<file path="src/rtl/ddr_ctrl_pkg.sv">
// Shared types and MIG port constants for the DDR read-path controllers.
package ddr_ctrl_pkg;

  localparam int MIG_MAX_BL = 64;
  localparam int MIG_BL_W   = 6;

  typedef enum logic [2:0] {IDLE, CHECK, ISSUE, WAIT, DONE} rd_state_e;

endpackage

</file>
<file path="src/rtl/rd_watchdog.sv">
// Cycle watchdog for a read burst that is waiting on user_rd_end.
// Only built when RD_TIMEOUT_EN is defined.
`ifdef RD_TIMEOUT_EN
module rd_watchdog #(
  parameter int TIMEOUT_CYC = 4096
) (
  input  logic sclk,
  input  logic rst_n,
  input  logic clear_i,
  input  logic run_i,
  output logic expire_o
);

  localparam logic [15:0] LIMIT = 16'(TIMEOUT_CYC - 1);

  logic [15:0] cnt_q;

  always_ff @(posedge sclk) begin
    if (!rst_n || clear_i) begin
      cnt_q <= '0;
    end else if (run_i) begin
      cnt_q <= cnt_q + 16'd1;
    end
  end

  // Fires during the TIMEOUT_CYC-th consecutive waiting cycle.
  assign expire_o = run_i && (cnt_q == LIMIT);

endmodule
`endif

</file>
<file path="src/rtl/ddr_rd_req_sched.sv">
// Frame read request scheduler for MIG port 3: splits a frame into bursts and
// only issues a burst once the read-data FIFO can absorb it. Macro: RD_TIMEOUT_EN.
module ddr_rd_req_sched
  import ddr_ctrl_pkg::*;
#(
  parameter int BURST_LEN   = MIG_MAX_BL,
  parameter int FIFO_DEPTH  = 512,
  parameter int FIFO_CW     = 10,
`ifdef RD_TIMEOUT_EN
  parameter int TIMEOUT_CYC = 4096,
`endif
  parameter int LW          = 24
) (
  input  logic                sclk,
  input  logic                rst_n,
  input  logic                calib_done,
  input  logic                enable,
  input  logic                frame_start,
  input  logic [LW-1:0]       frame_words,
  input  logic [FIFO_CW-1:0]  fifo_wr_count,
  input  logic                user_rd_end,
  output logic                rd_start,
  output logic [MIG_BL_W-1:0] rd_cmd_bl,
  output logic                busy,
  output logic                frame_done,
  output logic [15:0]         burst_cnt,
  output logic                rd_err
);

  rd_state_e             state_q;
  logic [LW-1:0]         remaining_q;
  logic [15:0]           burst_cnt_q;
  logic                  rd_start_q;
  logic [MIG_BL_W-1:0]   rd_cmd_bl_q;
  logic                  frame_done_q;

  logic [LW-1:0]         blen;
  logic [FIFO_CW:0]      fifo_free;
  logic                  room_ok;

  // remaining_q is stable from CHECK through WAIT, so blen is valid in all three.
  assign blen      = (remaining_q > LW'(BURST_LEN)) ? LW'(BURST_LEN) : remaining_q;
  assign fifo_free = (FIFO_CW + 1)'(FIFO_DEPTH) - {1'b0, fifo_wr_count};
  assign room_ok   = (LW'(fifo_free) >= blen);

`ifdef RD_TIMEOUT_EN
  logic wd_expire;
  logic rd_err_q;

  rd_watchdog #(
    .TIMEOUT_CYC(TIMEOUT_CYC)
  ) u_rd_watchdog (
    .sclk    (sclk),
    .rst_n   (rst_n),
    .clear_i (state_q == ISSUE),
    .run_i   (state_q == WAIT),
    .expire_o(wd_expire)
  );

  assign rd_err = rd_err_q;
`else
  assign rd_err = 1'b0;
`endif

  always_ff @(posedge sclk) begin
    if (!rst_n) begin
      state_q      <= IDLE;
      remaining_q  <= '0;
      burst_cnt_q  <= '0;
      rd_start_q   <= 1'b0;
      rd_cmd_bl_q  <= '0;
      frame_done_q <= 1'b0;
`ifdef RD_TIMEOUT_EN
      rd_err_q     <= 1'b0;
`endif
    end else begin
      rd_start_q   <= 1'b0;
      rd_cmd_bl_q  <= '0;
      frame_done_q <= 1'b0;
      case (state_q)
        IDLE: begin
          if (frame_start && calib_done && enable) begin
            remaining_q <= frame_words;
            burst_cnt_q <= '0;
            state_q     <= CHECK;
          end
        end
        CHECK: begin
          if (remaining_q == '0) begin
            frame_done_q <= 1'b1;
            state_q      <= DONE;
          end else if (!enable) begin
            state_q <= IDLE;
          end else if (room_ok) begin
            rd_start_q  <= 1'b1;
            rd_cmd_bl_q <= MIG_BL_W'(blen - LW'(1));
            state_q     <= ISSUE;
          end
        end
        ISSUE: begin
          burst_cnt_q <= burst_cnt_q + 16'd1;
          state_q     <= WAIT;
        end
        // enable is deliberately ignored here: a burst in flight must drain.
        WAIT: begin
          if (user_rd_end) begin
            remaining_q <= remaining_q - blen;
            state_q     <= CHECK;
          end
`ifdef RD_TIMEOUT_EN
          else if (wd_expire) begin
            rd_err_q <= 1'b1;
            state_q  <= IDLE;
          end
`endif
        end
        DONE: begin
          state_q <= IDLE;
        end
        default: begin
          state_q <= IDLE;
        end
      endcase
    end
  end

  assign rd_start   = rd_start_q;
  assign rd_cmd_bl  = rd_cmd_bl_q;
  assign busy       = (state_q != IDLE);
  assign frame_done = frame_done_q;
  assign burst_cnt  = burst_cnt_q;

endmodule
</file>
<file path="config.mk">
export PLATFORM = sky130hd
export DESIGN_NAME = ddr_rd_req_sched
export DESIGN_NICKNAME = d
export VERILOG_FILES = /design/src/rtl/ddr_ctrl_pkg.sv /design/src/rtl/rd_watchdog.sv /design/src/rtl/ddr_rd_req_sched.sv
export SDC_FILE = /design/constraint.sdc
export NUM_CORES = 1
export LEC_CHECK = 0
export CORE_MARGIN = 10
export CORE_UTILIZATION = 35
export CTS_CLUSTER_DIAMETER = 30
export DETAILED_ROUTE_END_ITERATION = 8
export PLACE_DENSITY = 0.55
export SLEW_MARGIN = 20
export SYNTH_ARGS = -nofsm -noshare
export SYNTH_HDL_FRONTEND = slang
export SYNTH_SLANG_ARGS = --single-unit
</file>
<file path="constraint.sdc">
create_clock -name sclk -period 3.6 [get_ports sclk]
set_input_delay 0.72 -clock sclk [delete_from_list [all_inputs] [get_ports sclk]]
set_output_delay 0.72 -clock sclk [all_outputs]
set_load 0.01 [all_outputs]
</file>
### Yosys cells after proc, flatten, opt, wreduce, memory -nomap -nowiden

Cells that the tools add are included.

| word-level totals | value |
|---|---|
| register bits | 51 |
| latch bits | 0 |
| memory bits (writable) | 0 |
| memory bits (read-only) | 0 |
| input bits | 40 |
| output and inout port bits | 26 |
| logic and storage cells | 49 |
| memories kept | 0 |

| operators by class | value |
|---|---|
| $add $sub $neg | 4 |
| multipliers | 0 |
| div/mod/pow operators | 0 |
| order comparisons | 2 |
| eq/ne operators | 6 |
| shifts and indexed selects | 0 |
| multiplexer cells | 14 |
| bitwise logic cells | 4 |
| reduce and logical (&&, ||, !) cells | 13 |

Operators with widths:

| kind | number |
|---|---|
| $mux W24 | 3 |
| $pmux W24 S2 | 1 |
| $pmux W16 S2 | 1 |
| $ge A11 B24 Y1 | 1 |
| $gt A24 B7 Y1 const B | 1 |
| $logic_not A24 Y1 | 1 |
| $sub A24 B24 Y24 | 1 |
| $add A16 B1 Y16 const B | 1 |
| $mux W16 | 1 |
| $mux W3 | 5 |
| $pmux W3 S4 | 1 |
| $sub A10 B10 Y11 const A | 1 |
| $eq A3 B2 Y1 const B | 2 |
| $reduce_and A3 Y1 | 2 |
| $sub A6 B1 Y6 const B | 1 |
| $reduce_or A5 Y1 | 1 |
| $ne A2 B2 Y1 const B | 2 |
| $ne A4 B4 Y1 const B | 1 |
| $not A1 Y1 | 4 |
| $reduce_and A2 Y1 | 2 |
| $reduce_bool A2 Y1 | 2 |
| $reduce_or A4 Y1 | 1 |
| $eq A3 B1 Y1 const B | 1 |
| $logic_not A3 Y1 | 1 |
| 3 further kinds | 5 |

### Longest topological paths before layout

| logic depth | value |
|---|---|
| depth after elaboration | 7 |
| depth in mapped cells | 12 |
| gate-level depth less buffers | 11 |

### Worst setup path after synthesis

OpenSTA, ideal clock, no wires.

| timing path | value |
|---|---|
| path type | reg-to-reg |
| start point | reg remaining_q[0] |
| end point | reg rd_cmd_bl_q[2], in the netlist rd_cmd_bl[2] |
| library setup time | 123 ps |
| arrival | 3101 ps |
| data required time | 3477 ps |
| setup slack | 377 ps |
| cell stages (with the launch flop) | 12 |
| buffers on the path | 1 |
| clock period less this slack | 3223 ps |
| path through | dfxtp_1 -> or4_1 -> or2_4 -> a2111oi_4 -> buf_6 -> nand2_1 -> ha_1 -> or4_1 -> a2111oi_0 -> o21ai_0 -> nand4_1 -> nor2_1 |

| on the way | value |
|---|---|
| cells in the longest elaborated chain, start to end | 5 |
| elaborated cells between the ends (all ways) | 7 |
| those cells by class | add/sub (1); order compare (2); mux (1); bitwise (1); reduce/logical (2) |

RTL lines:

| item | line | RTL |
|---|---|---|
| start: declaration | ddr_rd_req_sched.sv:31 | `logic [LW-1:0] remaining_q;` |
| start signal: assignment | ddr_rd_req_sched.sv:83 | `remaining_q <= frame_words;` |
| start signal: assignment | ddr_rd_req_sched.sv:107 | `remaining_q <= remaining_q - blen;` |
| $gt A24 B7 Y1 | ddr_rd_req_sched.sv:42 | `assign blen = (remaining_q > LW'(BURST_LEN)) ? LW'(BURST_LEN) : remaining_q;` |
| $mux W24 | ddr_rd_req_sched.sv:42 |  |
| $ge A11 B24 Y1 | ddr_rd_req_sched.sv:44 | `assign room_ok = (LW'(fifo_free) >= blen);` |
| $not A1 Y1 (no source line) | n/a |  |
| $reduce_or A5 Y1 (no source line) | n/a |  |
| end signal: assignment | ddr_rd_req_sched.sv:96 | `rd_cmd_bl_q <= MIG_BL_W'(blen - LW'(1));` |
| end: declaration | ddr_rd_req_sched.sv:34 | `logic [MIG_BL_W-1:0] rd_cmd_bl_q;` |

Parallel ways exist; a longest one is shown, timed or not.
A chain may end at the register's enable or synchronous reset.

### Worst setup path in the final report

| timing path | value |
|---|---|
| start point | in fifo_wr_count[4] |
| end point | reg rd_cmd_bl_q[2], in the netlist rd_cmd_bl[2] |

| on the way | value |
|---|---|
| cells in the longest elaborated chain, start to end | 4 |

RTL lines:

| item | line | RTL |
|---|---|---|
| start: declaration | ddr_rd_req_sched.sv:20 | `input logic [FIFO_CW-1:0] fifo_wr_count,` |
| $sub A10 B10 Y11 | ddr_rd_req_sched.sv:43 | `assign fifo_free = (FIFO_CW + 1)'(FIFO_DEPTH) - {1'b0, fifo_wr_count};` |
| $ge A11 B24 Y1 | ddr_rd_req_sched.sv:44 |  |
| $not A1 Y1 (no source line) | n/a |  |
| $reduce_or A5 Y1 (no source line) | n/a |  |

No other way between the ends.

==> flow_summary.json <==
{
  "fin_worst_skew_ps": 8.00,
  "total_power_mw": 1.39,
  "crit_path_end": "rd_cmd_bl[2]$_SDFF_PP0_",
  "met1_usage": 0.201,
  "initial_utilization": 0.356,
  "ys_ff_latch": 51,
  "place.port_buffers": 64,
  "setup_viol_count_final": 0,
  "cts_tree": "done",
  "worstRegToRegCells": 10,
  "critPathCaptureType": "flop",
  "die_height_microns": 119,
  "gr-max-usage-layer": "met2",
  "unique_cell_type_count_in_the_yosys_netlist": 73,
  "clock_path_buffers": 2,
  "routed_wire_length_per_instance_microns": 17.5,
  "worst_slack_ps": 205,
  "post_dp_cell_area_sq_mm": 0.00430,
  "synthToLayoutAreaGrowth_pct": 29.1,
  "drt_pass1_iterations": 5,
  "routabilityCongestion": 0.834,
  "hold_slack_ps": 525,
  "worstHoldPathType": "flop to flop",
  "pre_cts_ws_ps": -274,
  "r2r-start": "remaining_q[0]$_SDFFE_PN0P_",
  "cts_root_buf": "clkbuf_8",
  "dp_cells": 623,
  "design.die.area_sq_mm": 0.0142,
  "min_period_over_period": 0.943,
  "largest_net_degree_at_the_start_of_global_routing": 22,
  "r2r_setup_slack_ps": 270,
  "floorplan.core_area_sq_mm": 0.00968,
  "grt.overflow.total": 0,
  "holdPathStages": 2,
  "met2_usage": 0.248,
  "floorplan.rows": 36,
  "route.antenna.remaining_nets": 0,
  "final-instance-count-excl-fill": 631,
  "grt_pass1_vias": 3578,
  "grt_first_pass_wirelength_mm": 18.6,
  "crit_path_required_time_ps": 3800,
  "cap_viol_max_count": 0,
  "synthCells": 430,
  "die_x_microns": 119,
  "postSynthAreaPerCell_sq_um": 8.02,
  "setup.worst_path.start_class": "primary input",
  "timing.rr.end": "rd_cmd_bl[2]$_SDFF_PP0_",
  "detail_route.drc_violations": 0,
  "timing.slew.headroom": 0.389,
  "post_cts.repair.setup_buffers": 0,
  "grt_util_met3": 0.0373,
  "antenna-diode-count": 0,
  "finalCriticalPeriod_ps": 3400,
  "status": "completed",
  "average_via_count_per_standard_cell": 5.67,
  "critPathLaunch": "fifo_wr_count[4]",
  "synth_area_sq_mm": 0.00345,
  "clk_pin_slew_ps": 100,
  "overall_via_count_from_detail_route": 3577,
  "initialDrtViolationCount": 214,
  "tritoncts_num_sinks": 51,
  "number_of_synthesized_flops_with_an_enable_pin": 0,
  "cts-hold-fix-buffers": 0,
  "layout-drive-gt1-share": 0.112,
  "asyncSetResetFlopFracSynth": 0,
  "cp_max_fo": 7,
  "cts_htree_levels": 2,
  "final_net_count": 552,
  "antenna_found_initial": 0,
  "synth.yosys.seq_area_share": 0.296,
  "report.final.slew_viol_count": 0,
  "synth_warnings": 0,
  "drt-total-wl_mm": 11.1,
  "tritoncts.num_buffers": 5,
  "groute.usage.overall": 0.154,
  "worst_ir_drop_vdd_v": 0.000162,
  "timing_worst_setup_path_type": "primary input to flop",
  "worst_pin_slew_ps": 916,
  "floorplan.io_pins": 66,
  "finalHoldViolCount": 0,
  "worst_skew_pair.late_latency_ps": 310,
  "worst-endpoint-arrival_ps": 3590,
  "post_cts_resize_count": 0,
  "cellPowerDensity_mw_per_mm2": 312,
  "postSynth.topFlopCell": "dfxtp_1",
  "layout.cell_area.non_filler_sq_mm": 0.00445,
  "achievable-frequency_ghz": 0.295,
  "dpl.hpwl_mm": 8.00,
  "p_leak_nw": 1.56
}
synthesized netlist by cell type, types with 4 or more instances:
cell	number	area, sq um
nand4_1	5	31.3
a32oi_1	4	35.0
clkbuf_1	23	86.3
nand3b_1	6	45.0
nor4_1	9	56.3
a21oi_1	31	155
a311oi_1	7	61.3
inv_1	10	37.5
nor2_1	31	116
dfxtp_1	51	1020
nand3_1	21	105
o211ai_1	5	37.5
mux2i_1	5	50.1
xnor2_1	4	35.0
or3_1	12	75.1
a311o_1	4	40.0
o21ai_0	16	80.1
nor3_1	22	110
a31oi_1	9	56.3
nand2_1	49	184
xor2_1	5	43.8
ha_1	15	188
and2_1	4	25.0
state kept, by name (all words and copies together), names as in the netlist:
name	flops
burst_cnt	16
frame_done	1
remaining_q	24
rd_cmd_bl	6
rd_start	1
state_q	3
cell type report:
type / instances / area [sq um]
clock buffer: 6 / 82.6
clock inverter: 2 / 35.0
fill: 986 / 5230
inverter: 10 / 37.5
multi-input combinational: 342 / 2290
sequential: 51 / 1020
tap: 133 / 166
timing repair buffer: 87 / 813
placed cells by master, fill, tap and decap left out, types with 9 or more instances in the layout:
master and instances:
ha_1 15, nand2_1 49, nor3_1 21, clkdlybuf4s50_1 64, nor2_1 31, or3_1 12, buf_4 23, nand3_1 21
o21ai_0 15, dfxtp_1 50, inv_1 10, a31oi_1 9, a21oi_1 31
worst max-delay path, stage by stage:
cell and delay (ps):
clkdlybuf4s50_1 450, nor4_2 340, nand2_1 160, o41a_1 340
ha_1 210, or4_1 500, a2111oi_2 340, o21ai_1 160
nand4_1 280, nor2_1 90
cell families (layout without fill, tap and decap cells):
logic type               Yosys count  in the layout  share of synthesized area
AO/OA/AOI/OAI                    115            115                      0.254
XOR/XNOR                           9              9                     0.0229
adder cells (fa/ha/maj)           15             15                     0.0544
buffers and inverters             41            105                     0.0508
flip-flops                        51             51                      0.296
multiplexers                       8              8                     0.0243
other                              2              6                    0.00218
AND/OR/NAND/NOR                  189            189                      0.295
through the flow:
stage / utilization / setup TNS, ps
2_1_floorplan: - / 0
3_3_place_gp: 0.444 / -929
3_5_place_dp: 0.444 / -2250
4_1_cts: 0.457 / 0
5_1_grt: 0.460 / -15.9
6_report: 0.460 / 0
how the worst min path moves through the flow:
stage	slack, ps	startpoint	endpoint
floorplan	480	remaining_q[5]$_SDFFE_PN0P_	remaining_q[5]$_SDFFE_PN0P_
global placement	490	burst_cnt[10]$_SDFFE_PN0P_	burst_cnt[10]$_SDFFE_PN0P_
detailed placement	500	burst_cnt[3]$_SDFFE_PN0P_	burst_cnt[3]$_SDFFE_PN0P_
CTS	520	burst_cnt[10]$_SDFFE_PN0P_	burst_cnt[10]$_SDFFE_PN0P_
global route	540	burst_cnt[3]$_SDFFE_PN0P_	burst_cnt[3]$_SDFFE_PN0P_
finish	530	burst_cnt[10]$_SDFFE_PN0P_	burst_cnt[10]$_SDFFE_PN0P_
power breakdown:
group          switching, mW  total [mW]  internal, mW  leakage (nW)
Combinational          0.197       0.360         0.163          1.08
Clock                  0.208       0.433         0.225        0.0612
Sequential            0.0181       0.595         0.577         0.413
Total                  0.422        1.39         0.966          1.56
metal layers:
| metal | wire length (microns) | part of all wire |
|---|---|---|
| met3 | 736 | 0.067 |
| met2 | 5010 | 0.45 |
| met4 | 161 | 0.015 |
| met5 | 0 | 0 |
| met1 | 5150 | 0.47 |
No activity file was read; power rests on OpenSTA's default activity.
